--- config.mk ---
export PLATFORM = sky130hd
export DESIGN_NAME = instruction_fetch_unit
export DESIGN_NICKNAME = d
export VERILOG_FILES = /design/src/rtl/cpu_pkg.sv /design/src/rtl/fetch_buffer.sv /design/src/rtl/instruction_fetch_unit.sv
export SDC_FILE = /design/constraint.sdc
export NUM_CORES = 1
export LEC_CHECK = 0
export ABC_AREA = 1
export BUFFER_PORTS_ARGS = -buffer_cell sky130_fd_sc_hd__buf_2
export CORE_MARGIN = 2
export CORE_UTILIZATION = 49
export DETAILED_ROUTE_END_ITERATION = 8
export HOLD_SLACK_MARGIN = 0.08
export PLACE_DENSITY = 0.76
export SYNTH_ARGS = -nofsm -noshare
export SYNTH_HDL_FRONTEND = slang
export SYNTH_SLANG_ARGS = --single-unit
export TNS_END_PERCENT = 100
--- constraint.sdc ---
create_clock -name clk -period 2.8 [get_ports clk]
set_clock_uncertainty 0.1 [all_clocks]
set_input_delay 0.14 -clock clk [delete_from_list [all_inputs] [get_ports clk]]
set_output_delay 0.14 -clock clk [all_outputs]
set_load 0.1 [all_outputs]
--- src/rtl/cpu_pkg.sv ---
// Shared CPU definitions: datapath widths, fetch FSM states and the NOP encoding.
// The Control_Unit imports the same package, so both agree on the instruction layout.
package cpu_pkg;

   localparam int WORD_SIZE   = 32;
   localparam int OPCODE_SIZE = 5;
   localparam int PC_WIDTH    = 9;

   typedef enum logic [1:0] {
      IDLE       = 2'd0,
      FETCH      = 2'd1,
      WAIT_SPACE = 2'd2,
      DROP       = 2'd3
   } fetch_state_t;

   localparam logic [31:0] NOP_INSTR = 32'h0000_0000;

endpackage

--- src/rtl/fetch_buffer.sv ---
// Two-entry prefetch FIFO holding {pc, word} pairs; head is read straight from the
// registered storage, so a push becomes visible one cycle later.
module fetch_buffer #(
   parameter int word_size = 32,
   parameter int pc_width  = 9
) (
   input  logic                 clk,
   input  logic                 rst,
   input  logic                 push,
   input  logic [pc_width-1:0]  push_pc,
   input  logic [word_size-1:0] push_word,
   input  logic                 pop,
   input  logic                 flush,
   output logic                 full,
   output logic                 empty,
   output logic [pc_width-1:0]  head_pc,
   output logic [word_size-1:0] head_word
);

   logic [pc_width-1:0]  pc_mem   [2];
   logic [word_size-1:0] word_mem [2];
   logic                 wr_ptr_reg;
   logic                 rd_ptr_reg;
   logic [1:0]           count_reg;
   logic                 do_push;
   logic                 do_pop;

   assign empty   = (count_reg == 2'd0);
   assign full    = (count_reg == 2'd2);
   assign do_pop  = pop && !empty;
   assign do_push = push && (!full || do_pop);

   always_ff @(posedge clk or negedge rst) begin
      if (!rst) begin
         wr_ptr_reg <= 1'b0;
         rd_ptr_reg <= 1'b0;
         count_reg  <= 2'd0;
      end else if (flush) begin
         wr_ptr_reg <= 1'b0;
         rd_ptr_reg <= 1'b0;
         count_reg  <= 2'd0;
      end else begin
         if (do_push) wr_ptr_reg <= ~wr_ptr_reg;
         if (do_pop)  rd_ptr_reg <= ~rd_ptr_reg;
         case ({do_push, do_pop})
            2'b10:   count_reg <= count_reg + 2'd1;
            2'b01:   count_reg <= count_reg - 2'd1;
            default: count_reg <= count_reg;
         endcase
      end
   end

   // Storage carries no reset; consumers qualify the head with empty.
   always_ff @(posedge clk) begin
      if (do_push && !flush) begin
         pc_mem[wr_ptr_reg]   <= push_pc;
         word_mem[wr_ptr_reg] <= push_word;
      end
   end

   assign head_pc   = pc_mem[rd_ptr_reg];
   assign head_word = word_mem[rd_ptr_reg];

endmodule

--- src/rtl/instruction_fetch_unit.sv ---
// Fetch front end: PC, single-outstanding imem req/ack, 2-deep prefetch buffer,
// stall back-pressure and redirect flush with in-flight response dropping.
module instruction_fetch_unit
   import cpu_pkg::*;
#(
   parameter int                     word_size   = cpu_pkg::WORD_SIZE,
   parameter int                     opcode_size = cpu_pkg::OPCODE_SIZE,
   parameter int                     pc_width    = cpu_pkg::PC_WIDTH,
   parameter logic [pc_width-1:0]    reset_pc    = '0
) (
   input  logic                 clk,
   input  logic                 rst,
   output logic                 imem_req,
   output logic [pc_width-1:0]  imem_addr,
   input  logic                 imem_ack,
   input  logic [word_size-1:0] imem_rdata,
   input  logic                 stall,
   input  logic                 redirect,
   input  logic [pc_width-1:0]  redirect_pc,
   output logic [word_size-1:0] instruction,
   output logic                 instr_valid,
   output logic [pc_width-1:0]  instr_pc
);

   fetch_state_t         state_reg;
   logic                 req_reg;
   logic [pc_width-1:0]  pc_reg;
   logic [pc_width-1:0]  target_reg;

   logic                 fifo_full;
   logic                 fifo_empty;
   logic [pc_width-1:0]  head_pc;
   logic [word_size-1:0] head_word;
   logic [opcode_size-1:0]           head_opcode;
   logic [word_size-opcode_size-1:0] head_operands;

   logic                 push;
   logic                 pop;
   logic                 fill;

   assign instr_valid = !fifo_empty;
   assign pop         = instr_valid && !stall && !redirect;
   assign push        = (state_reg == FETCH) && imem_ack && !redirect && !fifo_full;
   // Post-push occupancy reaches two only when one entry is already held and none leaves.
   assign fill        = push && !pop && !fifo_empty;

   fetch_buffer #(
      .word_size (word_size),
      .pc_width  (pc_width)
   ) u_fetch_buffer (
      .clk       (clk),
      .rst       (rst),
      .push      (push),
      .push_pc   (pc_reg),
      .push_word (imem_rdata),
      .pop       (pop),
      .flush     (redirect),
      .full      (fifo_full),
      .empty     (fifo_empty),
      .head_pc   (head_pc),
      .head_word (head_word)
   );

   always_ff @(posedge clk or negedge rst) begin
      if (!rst) begin
         state_reg  <= IDLE;
         req_reg    <= 1'b0;
         pc_reg     <= reset_pc;
         target_reg <= reset_pc;
      end else begin
         case (state_reg)
            IDLE: begin
               state_reg <= FETCH;
               req_reg   <= 1'b1;
               if (redirect) pc_reg <= redirect_pc;
            end
            FETCH: begin
               if (redirect) begin
                  if (imem_ack) begin
                     pc_reg <= redirect_pc;
                  end else begin
                     // Request is committed on the bus; keep it and park the new path.
                     target_reg <= redirect_pc;
                     state_reg  <= DROP;
                  end
               end else if (imem_ack) begin
                  pc_reg <= pc_reg + 1'b1;
                  if (fill) begin
                     state_reg <= WAIT_SPACE;
                     req_reg   <= 1'b0;
                  end
               end
            end
            WAIT_SPACE: begin
               if (redirect) begin
                  pc_reg    <= redirect_pc;
                  state_reg <= FETCH;
                  req_reg   <= 1'b1;
               end else if (pop) begin
                  state_reg <= FETCH;
                  req_reg   <= 1'b1;
               end
            end
            DROP: begin
               if (imem_ack) begin
                  pc_reg    <= redirect ? redirect_pc : target_reg;
                  state_reg <= FETCH;
               end else if (redirect) begin
                  target_reg <= redirect_pc;
               end
            end
            default: begin
               state_reg <= IDLE;
               req_reg   <= 1'b0;
            end
         endcase
      end
   end

   assign imem_req  = req_reg;
   assign imem_addr = pc_reg;

   assign {head_opcode, head_operands} = head_word;
   assign instruction = fifo_empty ? word_size'(NOP_INSTR) : {head_opcode, head_operands};
   assign instr_pc    = fifo_empty ? '0 : head_pc;

endmodule

Word-level counts from Yosys, hierarchy flattened
Memories as Yosys holds them, arrays and structs flattened.
Index checks and enable logic that the tools add are counted.

operators by class
  bitwise operators = 2
  reduce and logical (&&, ||, !) cells = 28
  muxes and demuxes = 35
  add/subtract/negate cells = 3
  equal/unequal tests = 18

operators by type and width
  cell                   count
  $mux W9                10
  $mux W32               1
  $pmux W9 S3            1
  $pmux W9 S2            1
  $mux W2                8
  $ne A2 B2 Y1 const B   7
  $ne A3 B3 Y1 const B   4
  $mux W1                11
  $logic_and A1 B1 Y1    10
  $reduce_and A5 Y1      2
  $add A9 B1 Y9 const B  1
  $eq A2 B2 Y1 const B   4
  $pmux W2 S4            1
  $reduce_bool A2 Y1     3
  $reduce_bool A3 Y1     2
  $logic_not A1 Y1       5
  $eq A2 B1 Y1 const B   2
  $logic_not A2 Y1       2
  $pmux W2 S2            1
  $reduce_and A4 Y1      1
  $pmux W1 S3            1
  $reduce_and A3 Y1      1
  $add A2 B1 Y2 const B  1
  $ne A2 B1 Y1 const B   1
  other kinds (4)        5

storage, ports and cells
  word-level logic and storage cells = 95
  register bits after elaboration = 25
  memory bits (writable) = 82
  bits of input ports = 46
  memories kept = 2
  output and inout port bits = 52

memories
  memory                   words  width  read ports  clocked after Yosys merged registers in  wr ports  RTL line            text
  u_fetch_buffer.word_mem  2      32     1           0                                        1         fetch_buffer.sv:21  logic [word_size-1:0] word_mem [2];
  u_fetch_buffer.pc_mem    2      9      1           0                                        1         fetch_buffer.sv:20  logic [pc_width-1:0] pc_mem [2];

Longest topological paths before layout
Gate-level depths: netlist (run 1).

  word-level depth = 11
  gate-level depth with buffers = 10

By module
A second synthesis (run 1) with hierarchy kept.

second synthesis, totals
  cell total of the unflattened synthesis = 547
  area total of the unflattened synthesis = 4998.5 µm²

modules (own cells, without submodules)
  module                  cells an instance  sequential area each (µm²)  times used  area each (µm²)
  fetch_buffer            253                2562.5                      1           3239.4
  instruction_fetch_unit  294                525.5                       1           1759.2

Worst setup path after synthesis (run 1)
Ideal clock, no wire load.

  kind = reg-to-reg
  start point = register state_reg[1]
  end point = memory u_fetch_buffer.pc_mem[0][0] (enable)
  buffers on the path = 0
  cell stages (with the launch flop) = 6
  clock period less this slack = 3.111 ns
  arrival time = 2.572 ns
  required time = 2.261 ns
  slack = -0.311 ns
  cells stage by stage = dfrtp_1 > nor2_4 > nand2_4 > inv_6 > nand2_4 > nor2_1

between the ends
  cells in the longest elaborated chain, start to end = 8

ends and longest elaborated chain
  element                           RTL line                      text
  from (decl)                       instruction_fetch_unit.sv:25  fetch_state_t state_reg;
  from (signal assigned)            instruction_fetch_unit.sv:66  state_reg <= IDLE;
  from (signal assigned)            instruction_fetch_unit.sv:73  state_reg <= FETCH;
  from (signal assigned)            instruction_fetch_unit.sv:84  state_reg <= DROP;
  $eq A2 B1 Y1                      instruction_fetch_unit.sv:43  assign push = (state_reg == FETCH) && imem_ack && !redirect && !fifo_full;
  $logic_and A1 B1 Y1 (3 in a row)  instruction_fetch_unit.sv:43
  $logic_and A1 B1 Y1               fetch_buffer.sv:31            assign do_push = push && (!full || do_pop);
  $logic_and A1 B1 Y1               fetch_buffer.sv:55            if (do_push && !flush) begin
  $mux W1                           fetch_buffer.sv:55
  $mux W1 (not written as such)     fetch_buffer.sv:56            pc_mem[wr_ptr_reg] <= push_pc;
  to (decl)                         fetch_buffer.sv:20

No other way between the ends.

Final worst setup path (run 1)
  start point = register u_fetch_buffer.rd_ptr_reg
  end point = output port instruction[5]

between the ends
  cells in the longest elaborated chain, start to end = 2

ends and longest elaborated chain
  element                 RTL line                       text
  from (decl)             fetch_buffer.sv:23             logic rd_ptr_reg;
  from (signal assigned)  fetch_buffer.sv:44             if (do_pop) rd_ptr_reg <= ~rd_ptr_reg;
  $mem_v2 Z2 W32          n/a
  $mux W32                instruction_fetch_unit.sv:124  assign instruction = fifo_empty ? word_size'(NOP_INSTR) : {head_opcode, head_operands};
  to (decl)               instruction_fetch_unit.sv:20   output logic [word_size-1:0] instruction,

No other way between the ends.

==> results of run 1 <==
## metrics by stage
stage,std cells,cell area [um^2]
CTS,713,5920
global placement,654,5310
global route,713,5920
finish,713,5920
floorplan,443,4710
detailed placement,654,5310
## metal layers
| layer | part of all wire, % | vias up | global-route usage, % |
|---|---|---|---|
| li1 | - | 1784 | - |
| met1 | 42 | 1765 | 27.1 |
| met2 | 50 | 137 | 37.4 |
| met3 | 5.8 | 13 | 3.83 |
| met4 | 1.5 | 0 | 7.59 |
| met5 | 0 | - | 0 |
## worst min-delay path: cells and delay by family
family	cells	cell delay, ps
AOI/OAI and AO/OA	2	250
buffers and inverters	2	180
## final cells by class
| cell class | instances | area [um^2] |
|---|---|---|
| repair buffers | 145 | 966 |
| multi-input cells | 288 | 1410 |
| clock inverters | 6 | 48.8 |
| flip-flops and latches | 107 | 3090 |
| clock buffers | 10 | 128 |
| fillers | 738 | 3360 |
| well taps | 129 | 161 |
| inverters | 28 | 115 |
## cell usage after synthesis (2+ instances only)
library cell  instances
a21oi_1              50
nor2_1               29
a31oi_1               8
inv_1                21
clkbuf_1             12
dfrtp_1              25
o21ai_2               3
o21ai_0              10
buf_2                 2
o211ai_1              5
o22a_1                2
inv_2                 4
buf_6                 2
a21oi_2               3
nand2_4               4
xor2_1                3
nand2_2               4
nand2_1             142
nor2_4                3
nand3_1               7
buf_4                 4
a41oi_1               2
o221ai_1              2
o21ai_1               4
edfxtp_1             82
## how the worst max path moves through the flow
stage	startpoint	end	slack [ps]	cells past startpoint
after floorplan	state_reg[1]	u_fetch_buffer.pc_mem[0][0]	-310	5
after global placement	state_reg[1]	u_fetch_buffer.word_mem[0][20]	890	6
after detailed placement	state_reg[1]	u_fetch_buffer.word_mem[1][20]	820	6
after CTS	u_fetch_buffer.rd_ptr_reg	instruction[5]	560	5
after global routing	u_fetch_buffer.rd_ptr_reg	instruction[5]	460	5
final	u_fetch_buffer.rd_ptr_reg	instruction[5]	580	5
## kinds of logic after synthesis
| logic type | synth area share [%] |
|---|---|
| simple gates | 17.8 |
| flops | 65.6 |
| compound gates | 11.1 |
| buf+inv | 4.73 |
| xor+xnor | 0.558 |
| fa+ha+maj | 0.266 |
==> impl_results.md, run 1 <==
- Routed len/inst: 15.4 um
- Async S/R FF share, synth: 23.4%
- FF-to-FF setup slack: around 810 ps
- CP Capture Type: output pin
- H-tree Lvls: 3
- Core Box Area: a little over 9000 um^2
- Worst-Skew Late Latency: between 300 and 400 ps
- Syn_area_per_cell: around 11 um^2
- Critical Path Start Type: flip-flop
- First-pass GRT wire length: approximately 17000 um
- Most frequent cells in the layout: nand2_1, buf_2, edfxtp_1
- Clock transition at path regs: approximately 90 ps
- # setup viols final: 0
- DIE AREA: roughly 10000 um^2
- Worst-Margin Slew: 590 ps
- I/O pin cnt: 98
- Fin worst setup slack: ~580 ps
- Initial antenna violation count: 0
- Dominant synthesized flop cell: edfxtp_1
- Die height: about 100 um
- Crit-path slowest cell: buf_2
- Biggest regs: u_fetch_buffer.word_mem: 64 flops, u_fetch_buffer.pc_mem: 18 flops
- Unrepaired setup endpoints after global routing: no
- Detailed placement HPWL: between 6000 and 7000 um
- Max FFs per register: 64
- CTS resizes: 0
- CP Buf/Inv Count: 3
- Crit-path max FO: 30
- Final wirelength: 11000 um
- Post-CTS Hold Fix Bufs: 43
- Hold path cells: 4
- Die width: approximately 100 um
- CP Class: flip-flop to output pin
- Initial drt markers: just under 200
- Synth Instances: 443
- Number of diodes: 0
- DR vias/cell: slightly above 5
- Synthesis-to-layout area growth: 25.7%
- Delay of the slowest critical-path stage: between 400 and 500 ps
- Dpl ws: a little over 800 ps
- Top post-synthesis cells by area: edfxtp_1, dfrtp_1, nand2_1
- Critical Path RT: 2560 ps
- Critical path's top delay family: buffers and inverters
- Vias in the first global route: 3643
- Net count after synthesis: 490
- GRT overflow: 0
- TritonRoute pass-1 iters: 4
- Max Slew Vio Count: 0
- Ratio of cells with drive above 1 in the final layout: 25.0%
- Final design utilization: a little under two thirds
- RD Place Congestion: 0.874
- CTS Root Cell: clkbuf_8
- Synth warnings: 0
- DRC: 0
- Post-route antenna net violation count: 0
- Initial cell density of the core: about half
- Hold Path Origin: redirect_pc[7]
- Top cell type's share of synthesized area: a little over half
- Worst R2R Path Depth: 6
- Synthesized area: 4710 um^2
- Leading area contributor after synthesis: edfxtp_1
- Num Clock Sinks: ~110
- Yosys reg bits: about 110
- Fin nets: approximately 630
- Crit share post-route: around four fifths
- Port Buffer Count: between 90 and 100
- Setup TNS: 0 ps
- Worst hold endpoint: target_reg[7]
- Max Clock Freq: ~450 MHz
- Distinct cell type count after synthesis: 35
- Min Tclk post-route: about 2200 ps
- Relative slew margins: 60.7%
- Reg with most FFs: u_fetch_buffer.word_mem
- Core Rows: 35
- Final Hold Fails: 0
- Max_cap viols: 0
- Post CTS Setup Buffer Count: 0
- Max clock buf depth: 2
- TritonCTS clock tree: built
- Post-synth EDFFs: ~80
- Worst Hold Class: primary input to flip-flop
- Critical Path AT: ~2000 ps
- Most common cell after layout, fill and taps aside: nand2_1
- RR Endpoint: u_fetch_buffer.word_mem[1][0]
- Gr usage total: about 21%
- Seq/Total Area, Yosys: ~66%
- Worst Hold Margin: between 100 and 150 ps
- Via count: about 3700
- TritonCTS Buffers: 9
- Run status: finished, final reports clean
- Reg2reg start: state_reg[1]
- Largest net degree at the start of global routing: 42
- CP Cell Sequence: clkinv_1 > buf_12 > nand2_1 > a21oi_1 > buf_2
Power of run 1 is left out: the tool's default activity adds up to more than one toggle a clock period on the data nets, which glitch-free logic cannot reach.
==> run 2: changes to the inputs <==
==> constraint.sdc (replaced) <==
create_clock -name clk -period 1.85 [get_ports clk]
set_clock_uncertainty 0.1 [all_clocks]
set_input_delay 0.0925 -clock clk [delete_from_list [all_inputs] [get_ports clk]]
set_output_delay 0.0925 -clock clk [all_outputs]
set_load 0.1 [all_outputs]
==> impl_results.md, run 2 (same netlist as run 1, synthesis figures left out) <==
- CTS Root Cell: clkbuf_8
- Max FFs per register: 64
- Worst R2R Path Depth: 6
- Final Hold Fails: 0
- Final wirelength: roughly 12000 um
- Core Rows: 35
- Worst Hold Margin: ~140 ps
- Largest net degree at the start of global routing: between 40 and 50
- RR Endpoint: u_fetch_buffer.word_mem[0][2]
- CP Capture Type: output pin
- Initial drt markers: between 200 and 250
- Max Slew Vio Count: 0
- Multi-input combinational cell area: ~1900 um^2
- Most frequent cells in the layout: nand2_1, edfxtp_1, buf_2
- Routed len/inst: about 16 um
- Setup TNS: 0 ps
- Critical Path RT: ~1700 ps
- Critical Path Start Type: flip-flop
- Post-route antenna net violation count: 0
- Inst Count DP: approximately 660
- Critical Path Start: u_fetch_buffer.rd_ptr_reg
- DRC: 0
- Register Area: 3100 um^2
- TritonRoute pass-1 iters: 4
- Relative slew margins: between 60% and 70%
- Hold path cells: 5
- Reg2reg start: state_reg[1]
- Ratio of cells with drive above 1 in the final layout: 35.9%
- Vias in the first global route: 3848
- Num Clock Sinks: between 100 and 150
- Worst-Margin Slew: roughly 570 ps
- Die height: around 100 um
- Most common cell after layout, fill and taps aside: nand2_1
- DIE AREA: ~10000 um^2
- Clock transition at path regs: ~100 ps
- Overall power: 13.6 mW
- GRT overflow: 0
- Fill cells: a little over 500
- First-pass GRT wire length: 18600 um
- Crit-path max FO: 9
- TritonCTS clock tree: built
- FF-to-FF setup slack: 180 ps
- Detailed placement HPWL: 7650 um
- Worst-Skew Late Latency: around 370 ps
- Worst Hold Class: primary input to flip-flop
- Worst hold endpoint: state_reg[0]
- Fin nets: 648
- Crit share post-route: between 90% and 100%
- Synthesis-to-layout area growth: 56.1%
- Max_cap viols: 0
- I/O pin cnt: 98
- Run status: finished, final reports clean
- Critical Path AT: between 1500 and 2000 ps
- Core Box Area: 9280 um^2
- RD Place Congestion: between 0.9 and 1
- Initial cell density of the core: between 50% and 60%
- Max Clock Freq: about 540 MHz
- H-tree Lvls: 3
- Max clock buf depth: 2
- Min Tclk post-route: 1850 ps
- PwrDens: 1850 nW/um^2
- Hold Path Origin: redirect
- Reg with most FFs: u_fetch_buffer.word_mem
- # setup viols final: 0
- Pleak: about 2.9 nW
- Initial antenna violation count: 0
- Port Buffer Count: a little under 100
- TritonCTS Buffers: 9
- Die width: between 100 and 150 um
- Gr usage total: a little under a quarter
- CP Class: flip-flop to output pin
- DR vias/cell: a little over 5
- Biggest regs: u_fetch_buffer.word_mem: 64 flops, u_fetch_buffer.pc_mem: 18 flops
- Via count: about 3800
- Worst VDD drop: between 1 and 1.5 mV
- Number of diodes: 0
- Post-Layout Cell Count: about 730
run 2: cell count changes in the layout (fill, tap and decap cells not counted), moves of 7 or more:
| cell | before | now |
|---|---|---|
| dfrtp_1 | 25 | 18 |
| buf_12 | 1 | 48 |
| dfrtp_2 | 0 | 7 |
| buf_2 | 97 | 56 |
| a21oi_4 | 0 | 41 |
| buf_4 | 4 | 14 |
| a21oi_1 | 50 | 9 |
run 2: layer usage:
layer  up-vias  share of wire [%]  global-route usage, %
met3        18                4.8                   4.79
met5         -                  0                      0
li1       1827                  -                      -
met1      1819                 40                   29.3
met2       128                 54                   41.8
met4         0                1.8                   6.56
run 2: metrics by stage:
step           area [um^2]  utilization (%)  setup WS (ps)
6_report              7350             79.2           2.20
5_1_grt               7350             79.2          -67.2
4_1_cts               7230             77.9          -21.9
3_5_place_dp          6540             70.5            180
3_3_place_gp          6540             70.5            227
2_1_floorplan         5220                -           -119
run 2: layout make-up:
cell class / instances / share of cell area (%)
clock buffer: 9 / 1.69
sequential: 107 / 42.1
inverter: 28 / 1.80
tap: 129 / 2.20
timing repair buffer: 167 / 25.9
multi-input combinational: 288 / 25.6
clock inverter: 6 / 0.664
run 2: power breakdown:
part / internal, mW / switching [mW]
clock: 0.499 / 0.778
combinational: 2.87 / 6.00
sequential: 3.09 / 0.387
run 2: worst max path at each step:
stage               slack (ps)                             end
CTS                        -20                 instruction[28]
floorplan                 -120     u_fetch_buffer.pc_mem[0][0]
detailed placement         180  u_fetch_buffer.word_mem[0][12]
global route               -70                 instruction[22]
finish                       2                 instruction[22]
global placement           230  u_fetch_buffer.word_mem[1][12]
run 2: worst max-delay path, stage by stage (launching register included):
cell and delay [ps]:
dfrtp_2 460, clkinv_4 130, buf_12 140, nand2_1 120, a21oi_4 230, buf_12 200
run 2: what timing repair did:
item / in CTS / in global routing
pin swaps: 1 / 2
setup endpoints to repair: 41 / 41
gates resized for setup: 8 / 7
hold endpoints to repair: 109 / 0
cloned: 1 / 2
buffers inserted: 2 / 8
hold buffers: 44 / 0
No activity file was read; power rests on OpenSTA's default activity.
